<file path="src/rtl/assoc_cache_pkg.sv">
// Shared definitions for the 2-way set-associative cache: FSM state encodings
// and the victim-selection helper.
package assoc_cache_pkg;

  typedef enum logic [3:0] {
    ST_IDLE      = 4'd0,
    ST_LOOKUP    = 4'd1,
    ST_WRITEBACK = 4'd2,
    ST_FILL      = 4'd3,
    ST_DONE      = 4'd4
  } state_t;

  // Prefer an empty way; only when both ways are occupied fall back to LRU.
  function automatic logic pick_victim(input logic valid0, input logic valid1,
                                       input logic lru);
    if (!valid0) return 1'b0;
    else if (!valid1) return 1'b1;
    else return lru;
  endfunction

endpackage

</file>
<file path="src/rtl/cache_way.sv">
// One way of the cache: tag/data arrays with registered read (block-RAM style)
// plus per-set valid/dirty flags that are cleared by reset.
module cache_way #(
  parameter int INDEX_BITS = 3,
  parameter int TAG_BITS   = 5,
  parameter int DATA_BITS  = 32
) (
  input  logic                  clk,
  input  logic                  reset,
  input  logic                  rd_en,
  input  logic [INDEX_BITS-1:0] rd_index,
  input  logic [INDEX_BITS-1:0] set_index,
  input  logic                  wr_en,
  input  logic [TAG_BITS-1:0]   wr_tag,
  input  logic [DATA_BITS-1:0]  wr_data,
  input  logic                  wr_dirty,
  output logic [TAG_BITS-1:0]   rd_tag,
  output logic [DATA_BITS-1:0]  rd_data,
  output logic                  valid,
  output logic                  dirty
);

  localparam int NUM_SETS = 1 << INDEX_BITS;

  logic [TAG_BITS-1:0]  tag_mem  [NUM_SETS];
  logic [DATA_BITS-1:0] data_mem [NUM_SETS];
  logic [NUM_SETS-1:0]  valid_reg;
  logic [NUM_SETS-1:0]  dirty_reg;

  // Reads happen only when a request is accepted, so the registered outputs
  // keep describing the looked-up set (and any victim) for the whole access.
  always_ff @(posedge clk) begin
    if (wr_en) begin
      tag_mem[set_index]  <= wr_tag;
      data_mem[set_index] <= wr_data;
    end
    if (rd_en) begin
      rd_tag  <= tag_mem[rd_index];
      rd_data <= data_mem[rd_index];
    end
  end

  always_ff @(posedge clk) begin
    if (reset) begin
      valid_reg <= '0;
      dirty_reg <= '0;
    end else if (wr_en) begin
      valid_reg[set_index] <= 1'b1;
      dirty_reg[set_index] <= wr_dirty;
    end
  end

  assign valid = valid_reg[set_index];
  assign dirty = dirty_reg[set_index];

endmodule

</file>
<file path="src/rtl/assoc_cache.sv">
// 2-way set-associative write-back/write-allocate cache, one word per line.
// Define ASSOC_CACHE_STATS_EN to add saturating hit_count/miss_count outputs.
module assoc_cache
  import assoc_cache_pkg::*;
#(
  parameter int ADDR_BITS  = 8,
  parameter int INDEX_BITS = 3,
  parameter int DATA_BITS  = 32
) (
  input  logic                 clk,
  input  logic                 reset,
  input  logic [ADDR_BITS-1:0] cpu_addr,
  input  logic                 cpu_rd,
  input  logic                 cpu_wr,
  input  logic [DATA_BITS-1:0] cpu_wdata,
  output logic [DATA_BITS-1:0] cpu_rdata,
  output logic                 cpu_ready,
  output logic [ADDR_BITS-1:0] mem_addr,
  output logic                 mem_rd,
  output logic                 mem_wr,
  output logic [DATA_BITS-1:0] mem_wdata,
  input  logic [DATA_BITS-1:0] mem_rdata,
  input  logic                 mem_ack,
  output logic [3:0]           state
`ifdef ASSOC_CACHE_STATS_EN
  ,
  output logic [15:0]          hit_count,
  output logic [15:0]          miss_count
`endif
);

  localparam int TAG_BITS = ADDR_BITS - INDEX_BITS;
  localparam int NUM_SETS = 1 << INDEX_BITS;

  state_t               state_reg;
  logic [ADDR_BITS-1:0] addr_reg;
  logic [DATA_BITS-1:0] wdata_reg;
  logic [DATA_BITS-1:0] line_data_reg;
  logic                 op_wr_reg;
  logic                 victim_reg;
  logic [NUM_SETS-1:0]  lru_reg;

  logic [INDEX_BITS-1:0] set_index;
  logic [TAG_BITS-1:0]   addr_tag;
  logic [TAG_BITS-1:0]   way_tag  [2];
  logic [DATA_BITS-1:0]  way_data [2];
  logic [1:0]            way_valid, way_dirty, hit_way, way_wr;
  logic                  accept, hit, hit_sel, victim_next;
  logic [DATA_BITS-1:0]  fill_data;

  assign set_index   = addr_reg[INDEX_BITS-1:0];
  assign addr_tag    = addr_reg[ADDR_BITS-1:INDEX_BITS];
  assign accept      = (state_reg == ST_IDLE) && (cpu_rd || cpu_wr);
  assign hit         = |hit_way;
  assign hit_sel     = hit_way[1];
  assign victim_next = pick_victim(way_valid[0], way_valid[1], lru_reg[set_index]);
  // A write miss allocates with the CPU word directly; the fetched word is dropped.
  assign fill_data   = op_wr_reg ? wdata_reg : mem_rdata;
  assign state       = state_reg;

  genvar gi;
  generate
    for (gi = 0; gi < 2; gi++) begin : g_way
      cache_way #(
        .INDEX_BITS(INDEX_BITS),
        .TAG_BITS  (TAG_BITS),
        .DATA_BITS (DATA_BITS)
      ) u_way (
        .clk      (clk),
        .reset    (reset),
        .rd_en    (accept),
        .rd_index (cpu_addr[INDEX_BITS-1:0]),
        .set_index(set_index),
        .wr_en    (way_wr[gi]),
        .wr_tag   (addr_tag),
        .wr_data  (fill_data),
        .wr_dirty (op_wr_reg),
        .rd_tag   (way_tag[gi]),
        .rd_data  (way_data[gi]),
        .valid    (way_valid[gi]),
        .dirty    (way_dirty[gi])
      );
      assign hit_way[gi] = way_valid[gi] && (way_tag[gi] == addr_tag);
      assign way_wr[gi]  = ((state_reg == ST_LOOKUP) && hit_way[gi] && op_wr_reg) ||
                           ((state_reg == ST_FILL) && mem_ack && (victim_reg == 1'(gi)));
    end
  endgenerate

  always_ff @(posedge clk) begin
    if (reset) begin
      state_reg     <= ST_IDLE;
      addr_reg      <= '0;
      wdata_reg     <= '0;
      line_data_reg <= '0;
      op_wr_reg     <= 1'b0;
      victim_reg    <= 1'b0;
      lru_reg       <= '0;
      cpu_ready     <= 1'b0;
      cpu_rdata     <= '0;
      mem_rd        <= 1'b0;
      mem_wr        <= 1'b0;
      mem_addr      <= '0;
      mem_wdata     <= '0;
`ifdef ASSOC_CACHE_STATS_EN
      hit_count     <= '0;
      miss_count    <= '0;
`endif
    end else begin
      cpu_ready <= 1'b0;
      case (state_reg)
        ST_IDLE: begin
          if (accept) begin
            addr_reg  <= cpu_addr;
            wdata_reg <= cpu_wdata;
            op_wr_reg <= cpu_wr;
            state_reg <= ST_LOOKUP;
          end
        end
        ST_LOOKUP: begin
          if (hit) begin
            line_data_reg      <= way_data[hit_sel];
            lru_reg[set_index] <= ~hit_sel;
            state_reg          <= ST_DONE;
`ifdef ASSOC_CACHE_STATS_EN
            if (hit_count != 16'hFFFF) hit_count <= hit_count + 16'd1;
`endif
          end else begin
            victim_reg <= victim_next;
`ifdef ASSOC_CACHE_STATS_EN
            if (miss_count != 16'hFFFF) miss_count <= miss_count + 16'd1;
`endif
            if (way_valid[victim_next] && way_dirty[victim_next]) begin
              mem_wr    <= 1'b1;
              mem_addr  <= {way_tag[victim_next], set_index};
              mem_wdata <= way_data[victim_next];
              state_reg <= ST_WRITEBACK;
            end else begin
              mem_rd    <= 1'b1;
              mem_addr  <= addr_reg;
              state_reg <= ST_FILL;
            end
          end
        end
        ST_WRITEBACK: begin
          if (mem_ack) begin
            mem_wr    <= 1'b0;
            mem_rd    <= 1'b1;
            mem_addr  <= addr_reg;
            state_reg <= ST_FILL;
          end
        end
        ST_FILL: begin
          if (mem_ack) begin
            mem_rd             <= 1'b0;
            line_data_reg      <= mem_rdata;
            lru_reg[set_index] <= ~victim_reg;
            state_reg          <= ST_DONE;
          end
        end
        ST_DONE: begin
          cpu_ready <= 1'b1;
          if (!op_wr_reg) cpu_rdata <= line_data_reg;
          state_reg <= ST_IDLE;
        end
        default: state_reg <= ST_IDLE;
      endcase
    end
  end

endmodule

</file>
<file path="config.mk">
export PLATFORM = sky130hd
export DESIGN_NAME = assoc_cache
export DESIGN_NICKNAME = d
export VERILOG_FILES = /design/src/rtl/assoc_cache_pkg.sv /design/src/rtl/cache_way.sv /design/src/rtl/assoc_cache.sv
export SDC_FILE = /design/constraint.sdc
export NUM_CORES = 1
export LEC_CHECK = 0
export BUFFER_PORTS_ARGS = -buffer_cell sky130_fd_sc_hd__buf_4
export CORE_UTILIZATION = 65
export DETAILED_ROUTE_END_ITERATION = 12
export PLACE_DENSITY_LB_ADDON = 0.1
export REMOVE_ABC_BUFFERS = 1
export SYNTH_ARGS = -nofsm -noshare
export SYNTH_HDL_FRONTEND = slang
export SYNTH_HIERARCHICAL = 1
export SYNTH_SLANG_ARGS = --single-unit
</file>
<file path="constraint.sdc">
create_clock -name clk -period 10.65 [get_ports clk]
set_input_delay 2.13 -clock clk [delete_from_list [all_inputs] [get_ports clk]]
set_output_delay 2.13 -clock clk [all_outputs]
set_load 0.05 [all_outputs]
</file>
# After elaboration in Yosys (flattened, before gate mapping)
# Memories as Yosys holds them, arrays and structs flattened. A register that Yosys moved wholly into a read port is not among the register bits.
# Index checks and enable logic that the tools add are counted.
dict set report totals {
  ff_bits 193
  mem_count 4
  word_cells 137
  ramBits 592
}
dict set report op_classes {
  n_eq_ne 13
  magnitude_cmp 5
  n_reduce_logical 29
  bitwise_logic 8
  mux 61
}
# name depth width read_ports rd_ports_with_merged_regs write_ports line
set mem_list {}
lappend mem_list {{g_way[0].u_way.data_mem} 8 32 1 1 1 cache_way.sv:26} ;# logic [DATA_BITS-1:0] data_mem [NUM_SETS];
lappend mem_list {{g_way[1].u_way.data_mem} 8 32 1 1 1 cache_way.sv:26}
lappend mem_list {{g_way[0].u_way.tag_mem} 8 5 1 1 1 cache_way.sv:25} ;# logic [TAG_BITS-1:0] tag_mem [NUM_SETS];
lappend mem_list {{g_way[1].u_way.tag_mem} 8 5 1 1 1 cache_way.sv:25}
# op n
set op_table {}
lappend op_table {{$mux 32} 9}
lappend op_table {{$pmux 32 s2} 1}
lappend op_table {{$mux 8} 5}
lappend op_table {{$bwmux 8} 4}
lappend op_table {{$pmux 8 s2} 2}
lappend op_table {{$mux 1} 24}
lappend op_table {{$or 8x8->8} 2}
lappend op_table {{$pmux 4 s4} 1}
lappend op_table {{$bmux 1 s3} 5}
lappend op_table {{$mux 5} 3}
lappend op_table {{$logic_and 1x1->1} 12}
lappend op_table {{$mux 4} 3}
lappend op_table {{$ne 2x2->1 const B} 6}
lappend op_table {{$reduce_and 3->1} 4}
lappend op_table {{$eq 5x5->1} 2}
lappend op_table {{$eq 4x2->1 const B} 2}
lappend op_table {{$reduce_and 2->1} 3}
lappend op_table {{$reduce_and 5->1} 1}
lappend op_table {{$eq 4x1->1 const B} 1}
lappend op_table {{$eq 4x3->1 const B} 1}
lappend op_table {{$ge 2x2->1 const B} 2}
lappend op_table {{$logic_not 4->1} 1}
lappend op_table {{$lt 3x4->1 const B} 1}
lappend op_table {{$not 1->1} 4}
lappend op_table {{other kinds (13)} 17}

# Depth between registers and ports, before layout
# Gate-level depths: netlist (run 1).
dict set report depth {
  depth_word 11
  depth_mapped 10
  ltp_nobuf 7
}

# By module
# The synthesis (run 1) kept the hierarchy.
# module cells_each area_per_inst_um2 instances
set by_module_without_submodules {}
lappend by_module_without_submodules {cache_way 533 12941.2 2}
lappend by_module_without_submodules {assoc_cache 896 7689.9 1}

# Least setup slack after synthesis (run 1)
# Ideal clock, no wire load.
dict set report synth_path {
  path_type {input port to flip-flop}
  start {input mem_ack}
  end {register g_way[0].u_way.dirty_reg[0]}
  t_required_ns 10.528
  path_slack_ns 4.930
  stages 7
  arrival_ns 5.597
  cell_sequence {nand3_1 > clkbuf_1 > buf_1 > o22ai_1 > nor4b_2 > mux2i_1 > nor2_1}
}
dict set report synth_between {
  elab_chain_cells 3
}
# item line
set synth_lines {}
lappend synth_lines {{start, declared} assoc_cache.sv:23} ;# input logic mem_ack,
lappend synth_lines {{$logic_and 1x1->1 (2 in a row)} assoc_cache.sv:85} ;# ((state_reg == ST_FILL) && mem_ack && (victim_reg == 1'(gi)));
lappend synth_lines {{$logic_or 1x1->1} assoc_cache.sv:84} ;# assign way_wr[gi] = ((state_reg == ST_LOOKUP) && hit_way[gi] && op_wr_reg) ||
lappend synth_lines {{named net way_wr[0]} assoc_cache.sv:47} ;# logic [1:0] way_valid, way_dirty, hit_way, way_wr;
lappend synth_lines {{end signal, assigned by index} cache_way.sv:49} ;# dirty_reg[set_index] <= wr_dirty;
lappend synth_lines {{end, declared} cache_way.sv:28} ;# logic [NUM_SETS-1:0] dirty_reg;
# The timed path passes the listed nets, and every way through them passes these cells.
# A chain may end at the register's enable or synchronous reset.

# Worst setup path after layout (run 1)
# Ends and elaborated chain as after synthesis.

==> impl.org, run 1 <==
** Outcome
- The run finished with clean final reports.

** Global routing
- The number of global-route vias before repair came to approximately 19000.
- Initial antenna violation count :: 0
- The total overflow left after global routing is 0.
- Global-route total usage across every layer :: between 30% and 40%
- Wire length of the first global-routing pass :: roughly 120 mm
- Maximum number of pins on one net before global-route repair :: 87

** Clock network
- In this run the post-CTS setup repair buffer count came out at 0.
- Later-pin clock latency in the skew report :: between 0.6 and 0.7 ns
- Cts repair resizes :: 0
- CTS H-tree depth :: 3
- The number of hold buffers added after CTS was 0.
- The cell sitting at the root of the clock tree is a sky130_fd_sc_hd__clkbuf_16.
- After clock tree synthesis, the clock-pin slew on the worst setup and hold paths is 0.06 ns.
- Total number of clock tree sinks :: approximately 860
- TritonCTS built the clock tree.
- TritonCTS created 84 clock buffers.
- The clock passes through at most 3 buffers.

** Power and ir drop
- VDD sags by at most 127.0 µV.
- Dividing total power by cell area gives a power density of 195.9 nW/µm².
- In this run the static leakage power is roughly 13 nW.

** Worst setup path
- Data arrives at the worst endpoint at approximately 5.3 ns.
- The largest single stage delay on the critical path is between 1 and 1.5 ns.
- In this design, the critical path's most frequently occurring cell is sky130_fd_sc_hd__buf_4.
- The worst setup path is captured at a flop.
- Critical Setup Path Class :: in2reg
- Largest delay share family, worst path :: simple AND/OR/NAND/NOR gates
- Depth of the most critical reg-to-reg path :: 9
- For this design, the slowest cell found on the critical path is sky130_fd_sc_hd__nor4b_4.
- Crit. path cell count :: 7
- Critical Path, Cell by Cell :: buf_4 -> nand3_4 -> o22ai_1 -> nor4b_4 -> buf_4 -> mux2i_1 -> nor2_1
- The critical path contains buffers and inverters numbering 2 combined.
- The worst setup path is launched from an input port.
- Top fanout value on the critical path :: 31
- Data on the critical path is required at its endpoint by around 11 ns.

** Logic synthesis
- Count of unique library cells instantiated by Yosys :: between 50 and 60
- XOR/XNOR share of the synthesized area :: less than 1%
- Main synth FF type :: sky130_fd_sc_hd__edfxtp_1
- Combinational family with the most area after synthesis :: multiplexers
- For this run, the number of Yosys warnings is 6.
- Register bit total from synthesis :: roughly 860
- Counting flops with an async set or reset pin after synthesis yields a share of 0%.
- Synthesized netlist cell count :: between 1500 and 2000
- Area of the mapped netlist :: 33570 µm²
- Count of flip-flops with a built-in enable after synthesis :: approximately 670
- The synthesized netlist devotes under 10% of its cell area to simple gates.
- Measured against the total synthesized area, the mux share comes to ~17%.
- Adder-cell area share of the yosys netlist :: 0%
- A synthesized cell averages 17.11 µm².
- Sequential elements use a little under three quarters of the synthesized area.
- Synthesized-area fraction occupied by ao, oa, aoi and oai cells :: approximately 4.8%

** Die
- The floorplan step set the die width to ~230 µm.
- In this run the count of I/O pins placed on the die edge is roughly 160.
- The floorplan has approximately 80 rows.
- The die covers between 50000 and 60000 µm².
- Chip Height :: between 200 and 250 µm
- In this run the standard cell core region covers slightly above 50000 µm².
- Initial cell density of the core :: around 66%

** STA
- Setup_tns :: 0 ns
- Maximum achievable frequency :: around 0.21 GHz
- At the pin with the least slew margin, the transition time is ~1.3 ns.
- In this run the tightest slew margin relative to its limit is between 10% and 20%.
- Clock Skews :: between 0.02 and 0.025 ns
- Setup violations remaining at the end of the flow were counted as 0.
- Hold Fails Final Rpt :: 0
- Setup repair after global routing missed its margin :: no
- After layout, the worst path uses a little under half of the clock period.
- Final critical delay including setup and external delays :: approximately 4.8 ns
- Total count of max-transition violations in the final report :: 0

** Route
- Vias per std cell :: between 6 and 7
- Initial detailed-routing violation count :: around 1800
- The count of nets left with antenna violations once routing finished came out at 0.
- Wire per inst :: 27.50 µm
- Number of detailed-routing iterations run before antenna repair :: 6
- After detailed routing, the number of remaining DRC violations is 0.
- Wirelength, routed :: 78.15 mm
- DR vias :: ~19000

** Final layout
- Number of flip-flops under the largest register name :: between 500 and 600
- Final net count :: roughly 2200
- The finished cells cover about 38000 µm².
- Antenna fix cells :: 0
- Measured on the finished design, the core utilization comes to about three quarters.
- Most flop-heavy register :: g_way.u_way/data_mem
- The largest registers in the layout are g_way.u_way/data_mem x512, g_way.u_way/tag_mem x80, g_way.u_way/rd_data x64.
- Layout-stage area growth over the synthesis result :: 13.22%
- Fill cells :: approximately 2900
- Share of post-route cells with drive strength above 1 :: between 20% and 30%

** Worst hold path
- Hold path cells :: 2
- The worst hold path belongs to the class reg2reg.

** Placed design
- Once placement finished, the instance area stood at approximately 35000 µm².
- In this run the tool buffered the top-level ports with about 150 buffer cells.
- The congestion estimate from routability-driven global placement came to between 0.7 and 0.8.
- The HPWL after detailed placement is 40.88 mm.

** Job
- Total of max-cap violations :: 0
==> cell type report <==
class	instances	area, µm²	share of cell area [%]
clock inverters	38	390.4	1.027
well taps	672	840.8	2.212
repair buffers	190	1441	3.792
flip-flops and latches	858	23840	62.73
clock buffers	117	2372	6.241
multi-input cells	959	9090	23.91
inverters	8	32.53	0.08558
==> power by group <==
| part | switching, mW | total [mW] | internal (mW) |
|---|---|---|---|
| Sequential | 0.0803 | 3.86 | 3.78 |
| Combinational | 0.405 | 0.606 | 0.201 |
| Clock | 1.23 | 2.98 | 1.75 |
| Total | 1.71 | 7.45 | 5.73 |
==> placed cells by master (no fill, tap or decap), types with 4 or more instances in the layout <==
cell                        instances
sky130_fd_sc_hd__nand3_1           39
sky130_fd_sc_hd__buf_6              4
sky130_fd_sc_hd__mux2i_1           95
sky130_fd_sc_hd__nor2b_1            5
sky130_fd_sc_hd__buf_4            186
sky130_fd_sc_hd__and4bb_2           6
sky130_fd_sc_hd__dfxtp_1          191
sky130_fd_sc_hd__a211oi_2          10
sky130_fd_sc_hd__nor3_1             5
sky130_fd_sc_hd__nand2b_1           6
sky130_fd_sc_hd__clkbuf_16         88
sky130_fd_sc_hd__mux4_2           156
sky130_fd_sc_hd__bufinv_16          8
sky130_fd_sc_hd__a221o_1           32
sky130_fd_sc_hd__clkinv_2          12
sky130_fd_sc_hd__clkbuf_8           6
sky130_fd_sc_hd__inv_1              7
sky130_fd_sc_hd__and4b_2            6
sky130_fd_sc_hd__o21ai_0            5
sky130_fd_sc_hd__mux2_2           116
sky130_fd_sc_hd__nor4_1             4
sky130_fd_sc_hd__clkbuf_1          22
sky130_fd_sc_hd__xor2_1             8
sky130_fd_sc_hd__clkinv_1          12
sky130_fd_sc_hd__nand2_1          167
sky130_fd_sc_hd__a21oi_1          148
sky130_fd_sc_hd__edfxtp_1         666
sky130_fd_sc_hd__o22ai_1            7
sky130_fd_sc_hd__nor2_1            82
sky130_fd_sc_hd__a211oi_1          28
==> cells by family after synthesis <==
family | after synthesis
AND/OR/NAND/NOR | 337
XOR/XNOR | 10
multiplexers | 367
AO/OA/AOI/OAI | 244
other | 1
buffers and inverters | 145
flip-flops | 858
==> per-stage QoR <==
| step | power [mW] | hold slack, ns | std cells | worst slack [ns] |
|---|---|---|---|---|
| floorplan | 4.254 | 0.4163 | 1825 | 3.546 |
| global placement | 4.503 | 0.4325 | 2687 | 5.396 |
| detailed placement | 4.524 | 0.4414 | 2687 | 5.318 |
| CTS | 7.477 | 0.4507 | 2842 | 5.857 |
| global route | 7.661 | 0.4706 | 2842 | 5.711 |
| finish | 7.446 | 0.4470 | 2842 | 5.825 |
==> path summary, 6_finish.rpt <==
check	startpoint	end	slack [ns]
min reg2reg	g_way[1].u_way/valid_reg[7]$_SDFFE_PP0P_	g_way[1].u_way/valid_reg[7]$_SDFFE_PP0P_	0.45
min	g_way[1].u_way/valid_reg[7]$_SDFFE_PP0P_	g_way[1].u_way/valid_reg[7]$_SDFFE_PP0P_	0.45
max	mem_ack	g_way[0].u_way/dirty_reg[0]$_SDFFE_PP0P_	5.82
max reg2reg	addr_reg[2]$_SDFFE_PP0P_	g_way[0].u_way/dirty_reg[0]$_SDFFE_PP0P_	6.25
==> synthesized netlist by cell type, types with 2 or more instances <==
library cell                instances  area, µm²
sky130_fd_sc_hd__buf_6             16      180.2
sky130_fd_sc_hd__mux2_2           116       1306
sky130_fd_sc_hd__nand2_1          168      630.6
sky130_fd_sc_hd__dfxtp_1          192       3844
sky130_fd_sc_hd__and3_1             2      12.51
sky130_fd_sc_hd__xor2_1             8      70.07
sky130_fd_sc_hd__clkbuf_2           2      10.01
sky130_fd_sc_hd__o31ai_1            2      15.01
sky130_fd_sc_hd__a221o_1           32      320.3
sky130_fd_sc_hd__and4bb_2           6      75.07
sky130_fd_sc_hd__a21oi_1          148      740.7
sky130_fd_sc_hd__nand3_1           41      205.2
sky130_fd_sc_hd__nand2b_1           6      37.54
sky130_fd_sc_hd__o22ai_1            7      43.79
sky130_fd_sc_hd__a211oi_2          10      125.1
sky130_fd_sc_hd__buf_1             15      56.30
sky130_fd_sc_hd__mux2i_1           95      950.9
sky130_fd_sc_hd__a211oi_1          28      210.2
sky130_fd_sc_hd__mux4_2           156       3513
sky130_fd_sc_hd__nor2_1            83      311.6
sky130_fd_sc_hd__edfxtp_1         666      20000
sky130_fd_sc_hd__inv_1              8      30.03
sky130_fd_sc_hd__buf_2             31      155.2
sky130_fd_sc_hd__or3b_1             2      17.52
sky130_fd_sc_hd__buf_4              7      52.55
sky130_fd_sc_hd__and4b_1            6      60.06
sky130_fd_sc_hd__a2111oi_2          2      30.03
sky130_fd_sc_hd__o21ai_0            5      25.02
sky130_fd_sc_hd__xnor2_1            2      17.52
sky130_fd_sc_hd__nor4b_2            2      30.03
sky130_fd_sc_hd__nor4_1             4      25.02
sky130_fd_sc_hd__clkbuf_1          66      247.7
sky130_fd_sc_hd__nor2b_1            5      31.28
sky130_fd_sc_hd__nor3_1             5      25.02
sky130_fd_sc_hd__nand4_1            2      12.51
==> worst reg2reg max path, stage by stage, from the launching register on <==
cell and delay [ns]:
sky130_fd_sc_hd__dfxtp_1 0.63, sky130_fd_sc_hd__buf_4 0.41, sky130_fd_sc_hd__mux4_2 0.31, sky130_fd_sc_hd__mux2_2 0.23, sky130_fd_sc_hd__nand3_1 0.18, sky130_fd_sc_hd__o22ai_1 0.50, sky130_fd_sc_hd__nor4b_4 1.11, sky130_fd_sc_hd__buf_4 0.55
sky130_fd_sc_hd__mux2i_1 0.28, sky130_fd_sc_hd__nor2_1 0.06
==> metal layers <==
metal / GRT usage (%) / part of all wire, % / wire [µm] / up-vias
li1: - / - / - / 7961
met1: 41.00 / 38 / 29510 / 9575
met2: 51.37 / 51 / 39800 / 1004
met3: 4.930 / 8.8 / 6913 / 161
met4: 10.10 / 2.5 / 1921 / 0
met5: 0 / 0 / 0 / -
(Power assumes the default switching activity.)
==> inputs of run 2 (changes only) <==
- CORE_UTILIZATION: 65 -> 61
- clock period: 10.65 -> 4.8 ns (I/O delays scaled with it)
==> run 2 against run 1 <==
Compared with the run above:
- sequential share of layout area down 0.57 points
- clock skew down 0.0032 ns
- wire length down 2.7%
- non-clock buffer count up 23
- combinational power up 130%
- critical endpoint is now g_way[0].u_way/dirty_reg[3]$_SDFFE_PP0P_
==> impl.org, run 2 (same netlist as run 1, synthesis figures left out) <==
** Placed design
- Prior to clock tree synthesis, the placed netlist has a worst setup slack of approximately 1.1 ns.
- Summing all placed instances gives a cell area of 35620 µm².
- In this run the tool buffered the top-level ports with between 150 and 200 buffer cells.
- After legalization and detailed placement, the total HPWL measured approximately 43 mm.
- Weighted congestion reported at the end of routability-driven placement :: between 0.7 and 0.8

** STA
- Worst setup margin :: 1.101 ns
- For the pin with the worst max-slew slack, the measured transition is between 1 and 1.5 ns.
- In the finished design, the share of the clock period the worst path needs comes to between 70% and 80%.
- Setup repair after global routing missed its margin :: no
- Total count of max-transition violations in the final report :: 0
- Final critical delay including setup and external delays :: between 3 and 4 ns
- Between clock sinks in the finished design, the worst skew comes to 0.01801 ns.
- Derived from the worst setup path, the maximum achievable clock frequency is ~0.27 GHz.
- Max-slew headroom at the worst pin :: 26.57%
- Hold Fails Final Rpt :: 0
- Final setup fails :: 0

** Die
- between 150 and 200 I/O pins were placed.
- In this run the core area contains 85 standard-cell rows.
- Width of the die :: between 200 and 250 µm
- The initial utilization of the core area, before any placement, comes to between 60% and 70%.
- The total area inside the core boundary comes to between 50000 and 60000 µm².
- The die covers approximately 56000 µm².
- Measured along the y axis, the die boundary spans approximately 240 µm.

** Worst setup path
- CP arrival :: 4.17 ns
- Sort of element at the end of the critical path :: flop
- The worst setup path is of the reg2reg kind.
- The worst setup path is launched from a flop.
- STA puts the critical path data required time at about 5.3 ns.
- Along the worst path, the maximum fanout reaches 23.

** Final layout
- Most used cells in the layout excluding fill and tap cells :: 666 x sky130_fd_sc_hd__edfxtp_1, 196 x sky130_fd_sc_hd__buf_4, 191 x sky130_fd_sc_hd__dfxtp_1, 167 x sky130_fd_sc_hd__nand2_1, 156 x sky130_fd_sc_hd__mux4_2
- The final layout contains approximately 2200 nets.
- g_way.u_way/data_mem holds more flip-flops than any other register.
- Most frequent standard cell in the layout excluding fill and tap cells :: sky130_fd_sc_hd__edfxtp_1
- Fill cells :: between 3000 and 4000
- Layout-stage area growth over the synthesis result :: 14.27%
- Finished Cell Area :: approximately 38000 µm²
- The multi-input combinational cells in the finished layout cover a total of 9095 µm².
- Share of post-route cells with drive strength above 1 :: 29.48%
- Summing all flip-flop and latch instances after layout gives 23840 µm².
- Largest registers :: g_way.u_way/data_mem x512, g_way.u_way/tag_mem x80, g_way.u_way/rd_data x64
- Number of flip-flops under the largest register name :: slightly above 500

** Route
- The final layout contains routed wiring with a total length of 76.01 mm.
- In this run the remaining antenna-violating nets after routing total 0.
- The routed layout has 18360 vias.
- DRC violation count after routing :: 0
- Vias per std cell :: between 6 and 7
- In the final routed layout, each cell accounts on average for between 20 and 30 µm.
- The pre-antenna-repair detailed-routing pass consisted of 5 iterations.
- After the first detailed-routing iteration, the DRC count stood at between 1500 and 2000.

** Clock network
- # hold bufs at CTS :: 0
- The tree is rooted in a sky130_fd_sc_hd__clkbuf_16.
- Clock-pin slew was measured on the worst setup and hold paths at roughly 0.060 ns.
- The clock drives between 800 and 900 sinks.
- The clock passes through at most 3 buffers.
- Counting the buffers created by CTS gives 85.
- TritonCTS built the clock tree.
- Later-pin clock latency in the skew report :: 0.63 ns
- Gates resized during post-CTS repair numbered 0.
- CTS H-tree depth :: 3
- After clock tree synthesis, the setup repair step added 0 buffers.

** Global routing
- The number of global-route vias before repair was 18640.
- The first global-routing pass estimated ~110 mm of wire.
- Maximum number of pins on one net before global-route repair :: 77
- For this run, the total global-route usage over all layers was measured as between 20% and 30%.
- Global route total overflow :: 0
- Initial antenna violation count :: 2

** Power and ir drop
- Power density over the cells :: roughly 430 nW/µm²
- Peak supply drop :: roughly 330 µV
- Leakage power summed over all cells :: between 10 and 15 nW

** Outcome
- The run finished with clean final reports.

** Job
- Max-cap violations in this run came to 0.

** Worst hold path
- The worst hold path belongs to the class reg2reg.
==> run 2: metrics by stage <==
step	std cells	hold WS, ns	total power [mW]	setup TNS, ns	util [%]
floorplan	1825	0.4163	9.438	-175.69	-
global route	2891	0.4703	16.93	0	70.86
finish	2892	0.4497	16.40	0	70.87
CTS	2891	0.4501	16.49	0	70.86
global placement	2734	0.4324	10.01	0	65.80
detailed placement	2734	0.4408	10.06	0	65.80
==> run 2: critical path, stage by stage (launching register included) <==
cell                      delay [ns]
sky130_fd_sc_hd__dfxtp_1        0.99
sky130_fd_sc_hd__mux4_2         0.37
sky130_fd_sc_hd__mux2_2         0.22
sky130_fd_sc_hd__nand3_1        0.13
sky130_fd_sc_hd__o22ai_1        0.48
sky130_fd_sc_hd__and4b_2        0.77
sky130_fd_sc_hd__buf_12         0.28
sky130_fd_sc_hd__mux2i_1        0.21
sky130_fd_sc_hd__nor2_1         0.06
==> run 2: routing by layer <==
metal  track usage [%]  part of all wire [%]  vias up
met4             7.261                   2.0        0
met1             39.71                    41     9439
met2             44.27                    48      795
met5                 0                     0        -
li1                  -                     -     7990
met3             6.039                   8.6      131
==> run 2: cell type report <==
type | count | area share, %
Sequential cell | 858 | 62.16
Multi-Input combinational cell | 959 | 23.71
Clock buffer | 123 | 6.422
Timing Repair Buffer | 213 | 4.631
Tap cell | 696 | 2.270
Clock inverter | 34 | 0.7208
Inverter | 8 | 0.08480
Antenna cell | 1 | 0.006523
==> run 2: where the power goes <==
group	total (mW)	switching [mW]	leakage (nW)	internal, mW
sequential	8.54	0.148	7.62	8.39
combinational	1.37	0.907	4.11	0.460
clock	6.49	2.71	1.35	3.78
==> run 2: final timing paths <==
kind | startpoint | to | slack [ns] | cells past startpoint
worst min-delay path | g_way[1].u_way/valid_reg[7]$_SDFFE_PP0P_ | g_way[1].u_way/valid_reg[7]$_SDFFE_PP0P_ | 0.45 | 2
worst max register to register | addr_reg[0]$_SDFFE_PP0P_ | g_way[0].u_way/dirty_reg[3]$_SDFFE_PP0P_ | 1.10 | 8
worst min register to register | g_way[1].u_way/valid_reg[7]$_SDFFE_PP0P_ | g_way[1].u_way/valid_reg[7]$_SDFFE_PP0P_ | 0.45 | 2
worst max-delay path | addr_reg[0]$_SDFFE_PP0P_ | g_way[0].u_way/dirty_reg[3]$_SDFFE_PP0P_ | 1.10 | 8
==> inputs of run 3 (changes only) <==
- CORE_UTILIZATION: 61 -> 55
- clock period: 4.8 -> 3.29 ns (I/O delays scaled with it)
==> run 3 against run 2 <==
Compared with the run above:
- fmax increased by 25%
- sequential share of layout area decreased by 1.5 points
- setup slack lost 0.76 ns
- clock power up 56%
- cell area increased by 2.5%
- non-clock buffer count is 39 higher
- largest power group unchanged
- flip-flop and latch count unchanged
- via count up 1.9%
- wire length increased by 5.7%
==> impl.org, run 3 (same netlist as run 1, synthesis figures left out) <==
** Outcome
- The run finished with clean final reports.

** Clock network
- In this run, CTS created clock tree buffers numbering 86.
- Post-CTS timing repair inserted 0 buffers for setup.
- After clock tree synthesis, the flow added hold-fix buffers numbering 0.
- Later-pin clock latency in the skew report :: approximately 0.63 ns
- Clock-pin slew on the worst setup and hold paths :: roughly 0.060 ns
- TritonCTS clock tree :: yes
- The longest clock path from root to sink contains 3 buffers.
- The tree is rooted in a sky130_fd_sc_hd__clkbuf_16.
- Total number of clock tree sinks :: around 860
- Once the clock tree was built, the resizer swapped 0 gates to a different size.
- CTS H-tree depth :: 3

** Worst setup path
- Sort of element at the end of the critical path :: flop
- Top fanout value on the critical path :: 29
- Critical Setup Path Class :: reg2reg
- In this design, the stage delay of the slowest critical-path cell is between 0.4 and 0.5 ns.
- At the worst endpoint, the arrival time is ~3.4 ns.
- Startpoint type of the worst setup path :: flop
- Cell with the largest stage delay on the worst path :: sky130_fd_sc_hd__dfxtp_1
- Traced cell by cell, the critical path runs through buf_4 -> xor2_1 -> nor4_1 -> buf_4 -> nand3_2 -> o22ai_1 -> buf_4 -> nor4b_4 -> buf_12 -> mux2i_1 -> nor2_1.
- By instance count, the cell type seen most on the critical path is sky130_fd_sc_hd__buf_4.
- Required time of the critical path :: about 3.8 ns

** Final layout
- Combined flip-flop and latch cell area :: about 24000 µm²
- Share of post-route cells with drive strength above 1 :: around 31%
- Fill cells in the final layout number roughly 4200.
- The area growth from synthesis to layout is 17.08%.
- The library cell used most frequently in the layout, excluding fill and tap cells, is sky130_fd_sc_hd__edfxtp_1.
- Antenna fix cells :: 0
- Most flop-heavy register :: g_way.u_way/data_mem
- The largest registers in the layout are g_way.u_way/data_mem x512, g_way.u_way/tag_mem x80, g_way.u_way/rd_data x64.
- Final net count :: around 2200
- The library cells used most frequently in the layout, excluding fill and tap cells, are 666 x sky130_fd_sc_hd__edfxtp_1, 209 x sky130_fd_sc_hd__buf_4, 191 x sky130_fd_sc_hd__dfxtp_1, 167 x sky130_fd_sc_hd__nand2_1, 156 x sky130_fd_sc_hd__mux4_2.
- Footprint of the multi-input gates :: between 9000 and 10000 µm²
- Final Non-Filler Cells :: between 3000 and 4000
- The register with the most flip-flops in the layout has 512 of them.

** Power and ir drop
- Cell internal power was estimated by the tool at 19.06 mW.
- For this design the ratio of total power to cell area is between 600 and 700 nW/µm².
- Of the total power, the share spent switching nets is about 23%.
- The analysis attributes to cell leakage a power of 13.48 nW.
- Peak supply drop :: ~550 µV
- In this run, the clock network consumes approximately two fifths of the power.
- Part of the total power dissipated in sequential elements :: 50.5%
- Net switching power :: between 5 and 6 mW
- Summing internal, switching and leakage power gives roughly 25 mW.
- Share of power burned in combinational logic :: under 10%

** STA
- After layout, the worst path uses 89.64% of the clock period.
- Hold Fails Final Rpt :: 0
- The final number of max-transition violations came to 0.
- Setup violations remaining at the end of the flow were counted as 0.
- Final critical delay including setup and external delays :: roughly 3 ns
- Setup repair after global routing missed its margin :: no
- Clock Skews :: 0.02791 ns
- Static timing analysis puts the maximum clock frequency at ~0.34 GHz.
- Tightest Pin Transition :: slightly below 0.9 ns
- In this run the tightest slew margin relative to its limit is approximately two fifths.

** Global routing
- Global route total overflow :: 0
- Initial antenna violation count :: 0
- Global-route total usage across every layer :: a little over a quarter
- Maximum number of pins on one net before global-route repair :: 120
- Via count of the first global-routing pass :: roughly 19000
- The first global-routing pass estimated ~120 mm of wire.

** Die
- between 150 and 200 I/O pins were placed.
- Num rows :: 90
- From left edge to right edge, the die measures approximately 250 µm.
- Once the floorplan was initialized, standard cells occupied 55.62% of the core.
- Chip Height :: approximately 250 µm
- Area of the placeable core :: a little over 60000 µm²
- The floorplan step defined a die boundary enclosing around 62000 µm².

** Route
- In the routed layout, each cell is associated on average with a via count of 6.189.
- Initial detailed-routing violation count :: ~1700
- Once detail routing completed, the nets flagged for antenna violations numbered 0.
- Number of detailed-routing iterations run before antenna repair :: 7
- The routed layout has 18700 vias.
- In the routed design, unresolved DRC markers number 0.
- In the final routed layout, each cell accounts on average for 26.60 µm.
- Summed over all layers, the routed wires come to around 80 mm.

** Worst hold path
- In this run the worst hold path is classified as in2reg.

** Placed design
- Weighted congestion reported at the end of routability-driven placement :: roughly 0.83
- HPWL after DPL :: ~47 mm
- Number of I/O port buffers :: ~150
- Instance count after placement with tap cells included :: 2859

** Job
- Total of max-cap violations :: 0
[run 3: layout make-up]
cell class | count | area share [%]
Clock buffer | 129 | 6.570
Multi-Input combinational cell | 959 | 23.13
Sequential cell | 858 | 60.66
Tap cell | 782 | 2.489
Timing Repair Buffer | 252 | 6.092
Inverter | 8 | 0.08276
Clock inverter | 33 | 0.9804
[run 3: power groups by stage]
stage | clock network [mW] | registers (mW) | logic, mW
6_report | 10.1 | 12.4 | 2.09
5_1_grt | 10.7 | 12.5 | 2.25
3_3_place_gp | 0 | 12.7 | 2.05
2_1_floorplan | 0 | 12.7 | 1.04
4_1_cts | 10.3 | 12.4 | 2.11
3_5_place_dp | 0 | 12.7 | 2.11
[run 3: routing by layer]
layer | GRT usage [%] | vias to the layer above | part of all wire [%]
li1 | - | 8100 | -
met1 | 37.98 | 9782 | 43
met2 | 42.37 | 701 | 48
met3 | 3.678 | 115 | 6.6
met4 | 7.319 | 0 | 2.3
met5 | 0 | - | 0
[run 3: final timing paths]
check | endpoint | cells after the start | slack, ns | start
worst min register to register | g_way[0].u_way/valid_reg[7]$_SDFFE_PP0P_ | 2 | 0.45 | g_way[0].u_way/valid_reg[7]$_SDFFE_PP0P_
worst max-delay path | g_way[1].u_way/dirty_reg[0]$_SDFFE_PP0P_ | 11 | 0.34 | addr_reg[7]$_SDFFE_PP0P_
worst min-delay path | wdata_reg[30]$_SDFFE_PP0P_ | 3 | 0.28 | cpu_wdata[30]
worst max register to register | g_way[1].u_way/dirty_reg[0]$_SDFFE_PP0P_ | 11 | 0.34 | addr_reg[7]$_SDFFE_PP0P_
[run 3: stage by stage]
step	instance area (µm²)	setup WS (ns)	utilization, %	setup TNS [ns]	hold slack [ns]
2_1_floorplan	32870	-3.106	-	-1266.79	0.4163
3_3_place_gp	36340	0.4463	60.21	0	0.4372
3_5_place_dp	36340	0.3017	60.21	0	0.4425
4_1_cts	39310	0.3055	65.12	0	0.2436
5_1_grt	39310	0.1942	65.12	0	0.2540
6_report	39310	0.3407	65.12	0	0.2771
[run 3: worst max-delay path: cells and delay by family (launching register included)]
family | cells | cell delay (ns)
buf+inv | 4 | 0.98
simple gates | 4 | 0.93
flops | 1 | 0.46
mux | 1 | 0.24
compound gates | 1 | 0.11
xor+xnor | 1 | 0.09
